**src/rtl/mux5_rr_arbiter.sv**
```systemverilog
// Round-robin arbiter steering a shared 5:1 word mux between five valid/ready producers.
// A grant is held for a whole burst, delimited by last, or capped at MAX_BURST beats.
module mux5_rr_arbiter #(
  parameter int MAX_BURST = 16
) (
  input  logic       clk,
  input  logic       rst_n,
  input  logic [4:0] in_valid,
  input  logic [4:0] in_last,
  output logic [4:0] in_ready,
  output logic       out_valid,
  output logic       out_last,
  input  logic       out_ready,
  output logic [2:0] select,
  output logic [4:0] grant,
  output logic       busy
);

  typedef enum logic {IDLE = 1'b0, BUSY = 1'b1} state_t;

  localparam logic [7:0] LAST_CNT = 8'(MAX_BURST - 1);

  state_t     r_state;
  logic [2:0] r_sel;
  logic [2:0] r_ptr;
  logic [4:0] r_grant;
  logic [7:0] r_cnt;

  logic [7:0] w_valid8;
  logic [7:0] w_last8;
  logic [2:0] w_pick;
  logic       w_busy;
  logic       w_limit;
  logic       w_beat;
  logic [4:0] w_sel_onehot;

  // Padding to 8 bits keeps every 3-bit index in range, even for codes 5..7.
  function automatic logic [2:0] rr_pick(input logic [7:0] req, input logic [2:0] ptr);
    logic [2:0] pick;
    logic       found;
    logic [3:0] idx;
    pick  = ptr;
    found = 1'b0;
    for (int k = 1; k <= 5; k++) begin
      idx = 4'(ptr) + 4'(k);
      if (idx >= 4'd5) idx = idx - 4'd5;
      if (!found && req[idx[2:0]]) begin
        pick  = idx[2:0];
        found = 1'b1;
      end
    end
    return pick;
  endfunction

  assign w_valid8     = {3'b000, in_valid};
  assign w_last8      = {3'b000, in_last};
  assign w_pick       = rr_pick(w_valid8, r_ptr);
  assign w_busy       = (r_state == BUSY);
  assign w_limit      = (r_cnt == LAST_CNT);
  assign w_sel_onehot = 5'b00001 << r_sel;

  assign out_valid = w_busy & w_valid8[r_sel];
  assign out_last  = w_busy & (w_last8[r_sel] | w_limit);
  assign in_ready  = (w_busy & out_ready) ? w_sel_onehot : 5'b00000;
  assign w_beat    = out_valid & out_ready;

  assign select = r_sel;
  assign grant  = r_grant;
  assign busy   = w_busy;

  always_ff @(posedge clk or negedge rst_n) begin
    if (!rst_n) begin
      r_state <= IDLE;
      r_sel   <= 3'd0;
      r_ptr   <= 3'd4;
      r_grant <= 5'b00000;
      r_cnt   <= 8'd0;
    end else begin
      case (r_state)
        IDLE: begin
          if (|in_valid) begin
            r_state <= BUSY;
            r_sel   <= w_pick;
            r_grant <= 5'b00001 << w_pick;
          end
        end
        BUSY: begin
          if (w_beat) begin
            // Last beat, or the beat-limit beat, hands the pointer to the current owner.
            if (out_last) begin
              r_state <= IDLE;
              r_grant <= 5'b00000;
              r_cnt   <= 8'd0;
              r_ptr   <= r_sel;
            end else begin
              r_cnt <= r_cnt + 8'd1;
            end
          end
        end
        default: r_state <= IDLE;
      endcase
    end
  end

endmodule

```
**config.mk**
```make
export PLATFORM = sky130hd
export DESIGN_NAME = mux5_rr_arbiter
export DESIGN_NICKNAME = d
export VERILOG_FILES = /design/src/rtl/mux5_rr_arbiter.sv
export SDC_FILE = /design/constraint.sdc
export NUM_CORES = 1
export LEC_CHECK = 0
export BUFFER_PORTS_ARGS = -buffer_cell sky130_fd_sc_hd__clkbuf_2
export CAP_MARGIN = 40
export CORE_MARGIN = 10
export CORE_UTILIZATION = 39
export CTS_CLUSTER_SIZE = 40
export DETAILED_ROUTE_END_ITERATION = 10
export GPL_ROUTABILITY_DRIVEN = 0
export GPL_TIMING_DRIVEN = 1
export PLACE_DENSITY = 0.61
export SYNTH_ARGS = -nofsm -noshare
export SYNTH_HDL_FRONTEND = slang
export SYNTH_SLANG_ARGS = --single-unit
```
**constraint.sdc**
```tcl
create_clock -name clk -period 9.7 [get_ports clk]
set_clock_uncertainty 0.2 [all_clocks]
set_input_delay 2.425 -clock clk [delete_from_list [all_inputs] [get_ports clk]]
set_output_delay 2.425 -clock clk [all_outputs]
set_load 0.01 [all_outputs]
```
# Word level (Yosys, flattened, before mapping)
# Index checks and enable logic that the tools add are counted.
[totals]
output_inout_bits = 16
elab_cells = 90
register_bits = 20
[classes]
shift = 2
eq_ne = 4
n_addsub = 11
n_reduce_logical = 13
n_mux = 38
n_bitwise = 6
n_lt_le_gt_ge = 11
[op_table]
columns = ["cell", "n"]
rows = [
  ["two-way mux 3 bit", 10],
  ["less-than comparator 3 x 4 -> 1 bit, second input constant", 6],
  ["binary-select mux 1 bit (select 3 bit)", 7],
  ["greater-or-equal comparator 4 x 3 -> 1 bit, second input constant", 5],
  ["two-way mux 5 bit", 4],
  ["subtractor 3 bit, second input constant", 5],
  ["two-way mux 1 bit", 14],
  ["case mux 5 bit (2 select lines)", 1],
  ["left shift 1 x 3 -> 5 bit, first input constant", 2],
  ["adder 3 x 2 -> 4 bit, second input constant", 2],
  ["adder 3 x 3 -> 4 bit, second input constant", 2],
  ["adder 8 x 1 -> 8 bit, second input constant", 1],
  ["equality test 8 x 4 -> 1 bit, second input constant", 1],
  ["two-way mux 8 bit", 1],
  ["AND reduction 3 bit", 2],
  ["OR reduction 5 bit", 1],
  ["adder 3 x 1 -> 4 bit, second input constant", 1],
  ["bitwise AND 1 bit", 4],
  ["logical AND 1 bit", 4],
  ["zero test 1 bit", 4],
  ["!= test 2 bit, second input constant", 2],
  ["AND reduction 2 bit", 2],
  ["!= test 2 x 1 -> 1 bit, second input constant", 1],
  ["case mux 1 bit (2 select lines)", 1],
  ["other kinds (2)", 2],
]

# Logic depth before layout (Yosys ltp)
# Gate-level depths: netlist (run 1).
[depth]
depth_word = 21
depth_mapped = 15
depth_no_buf = 13

# Worst setup path before layout (run 1)
# OpenSTA, ideal clock, no wires.
[synth_timing]
path_kind = "input port to output port"
from = "input in_last[3]"
to = "output out_last"
path_buffers = 0
required_time_ns = 7.075
arrival_ns = 3.539
setup_slack_ns = 3.536
cell_stages = 5
cell_sequence = "mux4_2 > nor2b_1 > a31oi_1 > o21ai_0 > and2_1"
[synth_between]
elab_chain_len = 4
[synth_lines]
columns = ["element", "line", "text"]
rows = [
  ["start: declaration", "9", "input logic [4:0] in_last,"],
  ["binary-select mux 1 bit (select 3 bit)", "63", "assign out_last = w_busy & (w_last8[r_sel] | w_limit);"],
  ["two-way mux 1 bit (not written as such)", "63", ""],
  ["OR 1 bit", "63", ""],
  ["bitwise AND 1 bit", "63", ""],
  ["end: declaration", "12", "output logic out_last,"],
]
# Every way passes these cells. The select of a mux whose other input is x is not followed.

# Final worst setup path (run 1)
# Ends and elaborated chain as after synthesis.

==> impl_metrics.ini, run 1 <==
[floorplanning]
coreArea_mm2 = 0.00585
die_area_mm2 = 0.00942
io_pins = 29
initial_utilization_pct = 39.6
die_h_um = 97.1
rows = 28
die_x_um = 97.1

[min_path]
hold_path_class = reg2reg
whs_path_depth = 2
whs_endpoint = grant[2]
min_from = grant[2]

[logic_synthesis]
synth.most_common_cell = nand2_1
synth-main-ff-cell = dfrtp_1
synth_area_mm2 = 0.00232
synth_area_per_cell_um2 = 7.75
yosys_warnings = 0
synth_seq_area_share_pct = 21.7
synth_nets = 324
synth_edf_count = 0
syn_inst = 299
synth-seq-cells = 20
synth.top_cell.area_share_pct = 20.5
synth_area_leaders = dfrtp_1, ha_1, nand2_1
ys_top_cells_by_count = nand2_1, nor2_1, dfrtp_1, o21ai_0, inv_1
yosysTopAreaCell = dfrtp_1
synthDistinctLibCells = 65
ys_async_sr_fraction_pct = 100

[global_route]
grt_pass1_wl_um = 11000
grt_pass1_vias = 2184
grt_overflow = 0
antenna_found_initial = 0
grt_max_degree = 30
grt_usage_pct = 13.1

[setup_path]
slowest_stage = mux4_2
r2r_end = grant[1]
ff2ff_setup_slack_ns = 5.24
critical_path_depth = 7
path_class = in2out
cp_top_family = multiplexers
crit_chain = clkbuf_2, mux4_2, nor2b_1, a31oi_1, o21ai_0, and2_1, clkbuf_2
reg2reg_from = r_ptr[1]
crit_path_max_fanout = 7
cp_slowest_stage_delay_ns = 0.44
worstRegToRegCells = 9
cp.required_ns = 7.08
cp-start-kind = input port
worst-path-buf-inv = 2
crit_path_end_kind = output pin
path_common_cell = clkbuf_2
critPathArrivalTime_ns = 3.81

[place]
numPortBuffers = 28
dp_hpwl_um = 4670
placed_area_mm2 = 0.00249
place_ws_ns = 3.26

[clocking]
clk_latency_ns = 0.26
cts_buffer_depth = 2
cts_resized = 0
cts-htree-levels = 1
cts_buffers = 3
cts_hold_buf = 0
clk_pin_slew_ns = 0.07
cts_num_sinks = 20
clock-root-buffer = clkbuf_8
tritoncts = done
post_cts_buffers = 0

[timing]
fin_crit_ns = 6.43
hold_violations = 0
slew_violations = 0
period_share_pct = 66.3
timing.fmax_ghz = 0.155
slew_headroom_pct = 50.1
holdWs_ns = 0.299
fin_setup_tns_ns = 0
worst_pin_slew_ns = 0.742
setup_ws_ns = 3.27
setup_violations = 0
rsz0062_at_grt = false

[detailed_routing]
firstDrtPassIters = 4
wl_per_cell_um = 15.9
viasPerCell = 5.88
drc = 0
vias = 2294
initialDrtViolationCount = 155
postRouteAntennaNets = 0
drt_wl_total_um = 6190

[run_status]
status = complete, no violations

[job]
drv_cap = 0

[pwr]
powerDensity_mw_per_mm2 = 411
total_power_uw = 1040
p_leak_uw = 0.00109
peakVddDrop_v = 0.000253

[final_layout]
drive_above_1_share_pct = 15.6
nets = 341
antenna_cells = 0
syn_to_final_growth_pct = 9.35
fin_area_mm2 = 0.00253
[tightest hold or removal path: stages, from the launching register on]
cell and delay [ns]:
dfrtp_1 0.34, nand2_1 0.05, o21ai_1 0.07
[flip-flops by register name, summed over array words and instances, names as in the netlist]
register and cells:
select 3, r_ptr 3, busy 1, grant 5, r_cnt 8
[layer usage]
layer  share of wire [%]  vias to the layer above  GRT usage [%]  wire length [µm]
li1                    -                     1156              -                 -
met5                   0                        -              0                 0
met3                 4.9                        7           2.28               305
met4                0.66                        0           2.27                41
met2                  47                       57           20.9              2930
met1                  47                     1074           18.1              2910
[final cells by class]
class | instances | area, µm²
inverter | 15 | 56.3
timing repair buffer | 29 | 148
tap | 75 | 93.8
sequential | 20 | 502
multi-input combinational | 247 | 1690
fill | 604 | 3320
clock buffer | 4 | 45.0
[logic make-up after synthesis]
logic type / share of synthesized area, %
buf+inv: 5.46
xor+xnor: 2.65
flops: 21.7
fa+ha+maj: 6.81
simple gates: 25.3
mux: 6.70
compound gates: 31.4
[cells in the final DEF, fill, tap and decap left out, types with 3 or more instances in the layout]
| master | Yosys | routed |
|---|---|---|
| a21oi_1 | 12 | 12 |
| nor4_1 | 4 | 4 |
| o31ai_1 | 5 | 5 |
| or4_1 | 3 | 3 |
| nor2_1 | 24 | 24 |
| xor2_1 | 3 | 3 |
| a31oi_1 | 5 | 5 |
| a21o_1 | 3 | 3 |
| inv_1 | 14 | 14 |
| o21ai_0 | 19 | 19 |
| mux2_2 | 3 | 3 |
| a22o_1 | 5 | 5 |
| o21ai_1 | 4 | 4 |
| nand2_1 | 30 | 30 |
| a22oi_1 | 4 | 4 |
| nor3_1 | 7 | 7 |
| a211oi_1 | 6 | 6 |
| and3_1 | 6 | 6 |
| mux4_2 | 3 | 3 |
| nand4_1 | 3 | 3 |
| clkbuf_8 | 0 | 3 |
| nand2b_1 | 10 | 10 |
| ha_1 | 11 | 11 |
| o211ai_1 | 4 | 4 |
| xnor2_1 | 4 | 4 |
| dfrtp_1 | 19 | 19 |
| mux2i_1 | 4 | 4 |
| o21a_1 | 3 | 3 |
| nand3_1 | 10 | 10 |
| clkbuf_2 | 0 | 28 |
| nor2b_1 | 10 | 10 |
| o22ai_1 | 4 | 4 |
[power breakdown]
part           internal (µW)  total (µW)  switching (µW)
Sequential               109         151            41.5
Clock                   29.2        56.6            27.3
Combinational            335         833             498
[metrics by stage]
stage,std cells,utilization [%]
floorplan,299,-
global placement,386,42.5
detailed placement,386,42.5
CTS,390,43.3
global route,390,43.3
finish,390,43.3
[worst max path at each step]
stage	endpoint	slack, ns	startpoint
after detailed placement	out_last	3.26	in_last[3]
after global routing	out_last	3.05	in_last[3]
after global placement	out_last	3.27	in_last[3]
after CTS	out_last	3.26	in_last[3]
final	out_last	3.27	in_last[3]
after floorplan	out_last	3.54	in_last[3]
No activity file was read; power rests on OpenSTA's default activity.
==> run 2, diff against run 1 <==
==> constraint.sdc (replaced) <==
create_clock -name clk -period 6.74 [get_ports clk]
set_clock_uncertainty 0.2 [all_clocks]
set_input_delay 1.685 -clock clk [delete_from_list [all_inputs] [get_ports clk]]
set_output_delay 1.685 -clock clk [all_outputs]
set_load 0.01 [all_outputs]
==> run 2 against run 1 <==
Setup slack got worse by 1.5 ns. Largest power group unchanged. Largest cell class unchanged. Die area did not move. First-iteration DRC count rose by 48%.
==> impl_metrics.ini, run 2 (same netlist as run 1, synthesis figures left out) <==
[final_layout]
top_register = r_cnt
fill_cells = 601
multi_input_area_mm2 = 0.00169
layout_commonest_cell = nand2_1
antenna_cells = 0
syn_to_final_growth_pct = 9.35
drive_above_1_share_pct = 15.6
nets = 341
final_cell_mix = nand2_1, clkbuf_2, nor2_1
largest_reg_flops = 8
ff_latch_area_um2 = 502

[setup_path]
crit_path_max_fanout = 7
cp.required_ns = 4.86
path_common_cell = clkbuf_2
crit_path_end_kind = output pin
critPathArrivalTime_ns = 3.10
crit_chain = clkbuf_2, mux4_2, nor2b_1, a31oi_1, o21ai_0, and2_1, clkbuf_2
cp_slowest_stage_delay_ns = 0.44
cp-start-kind = input port
path_class = in2out
slowest_stage = mux4_2

[clocking]
tritoncts = done
clock-root-buffer = clkbuf_8
cts-htree-levels = 1
post_cts_buffers = 0
cts_num_sinks = 20
clk_latency_ns = 0.26
clk_pin_slew_ns = 0.07
cts_hold_buf = 0
cts_resized = 0
cts_buffer_depth = 2
cts_buffers = 3

[timing]
slew_headroom_pct = 52.1
hold_violations = 0
fin_crit_ns = 4.99
setup_violations = 0
timing.fmax_ghz = 0.200
slew_violations = 0
rsz0062_at_grt = false
worst_pin_slew_ns = 0.714
period_share_pct = 74.0
fin_setup_tns_ns = 0

[global_route]
grt_pass1_wl_um = 10900
grt_usage_pct = 13.1
grt_pass1_vias = 2174
antenna_found_initial = 0
grt_max_degree = 30
grt_overflow = 0

[detailed_routing]
drt_wl_total_um = 6230
wl_per_cell_um = 16.0
drc = 0
viasPerCell = 5.82
vias = 2270
postRouteAntennaNets = 0
initialDrtViolationCount = 230
firstDrtPassIters = 4

[pwr]
p_leak_uw = 0.00109
powerDensity_mw_per_mm2 = 591
total_power_uw = 1500
peakVddDrop_v = 0.000418

[job]
drv_cap = 0

[min_path]
hold_path_class = reg2reg

[place]
numPortBuffers = 28
dp_hpwl_um = 4770

[floorplanning]
die_x_um = 97.1
initial_utilization_pct = 39.6
rows = 28
io_pins = 29
die_area_mm2 = 0.00942
coreArea_mm2 = 0.00585
die_h_um = 97.1

[run_status]
status = complete, no violations
-- run 2: cell counts in the layout (fill, tap and decap cells not counted) --
No cell type changed its count.
-- run 2: area by class of cell --
type                            count  share of cell area, %
Tap cell                           75                   3.71
Timing Repair Buffer               29                   5.83
Clock buffer                        4                   1.78
Sequential cell                    20                   19.8
Inverter                           15                   2.22
Multi-Input combinational cell    247                   66.7
-- run 2: power by group --
group          internal, µW  switching [µW]  total (µW)
clock                  42.0            37.5        79.5
sequential              157            59.9         217
combinational           482             718        1200
total                   682             815        1500
-- run 2: path summary, 6_finish.rpt --
path | startpoint | endpoint | slack [ns] | cells after the start
setup / recovery | in_last[3] | out_last | 1.75 | 7
hold / removal | grant[0] | grant[0] | 0.29 | 2
setup reg to reg | r_ptr[1] | grant[1] | 2.33 | 9
hold reg to reg | grant[0] | grant[0] | 0.29 | 2
max in group asynchronous | rst_n | r_ptr[2] | 4.78 | 1
min in group asynchronous | rst_n | r_cnt[0] | 1.19 | 1
-- run 2: stage by stage --
stage               std cells  worst slack (ns)  cell area [µm²]  hold slack, ns  utilization (%)
global route              390              1.58             2530           0.316             43.3
floorplan                 299              2.06             2320           0.258                -
CTS                       390              1.74             2530           0.289             43.3
detailed placement        386              1.75             2490           0.269             42.5
finish                    390              1.75             2530           0.290             43.3
global placement          386              1.79             2490           0.274             42.5
-- run 2: critical path, delay by kind of cell --
family / cells / cell delay, ns
buffers and inverters: 2 / 0.19
AND/OR/NAND/NOR: 2 / 0.39
AO/OA/AOI/OAI: 2 / 0.39
multiplexers: 1 / 0.44
-- run 2: metal layers --
layer / vias to the layer above / global-route usage, % / routed length (µm)
li1: 1150 / - / -
met1: 1081 / 18.3 / 3050
met2: 37 / 21.2 / 2970
met3: 2 / 1.85 / 194
met4: 0 / 1.70 / 17
met5: - / 0 / 0
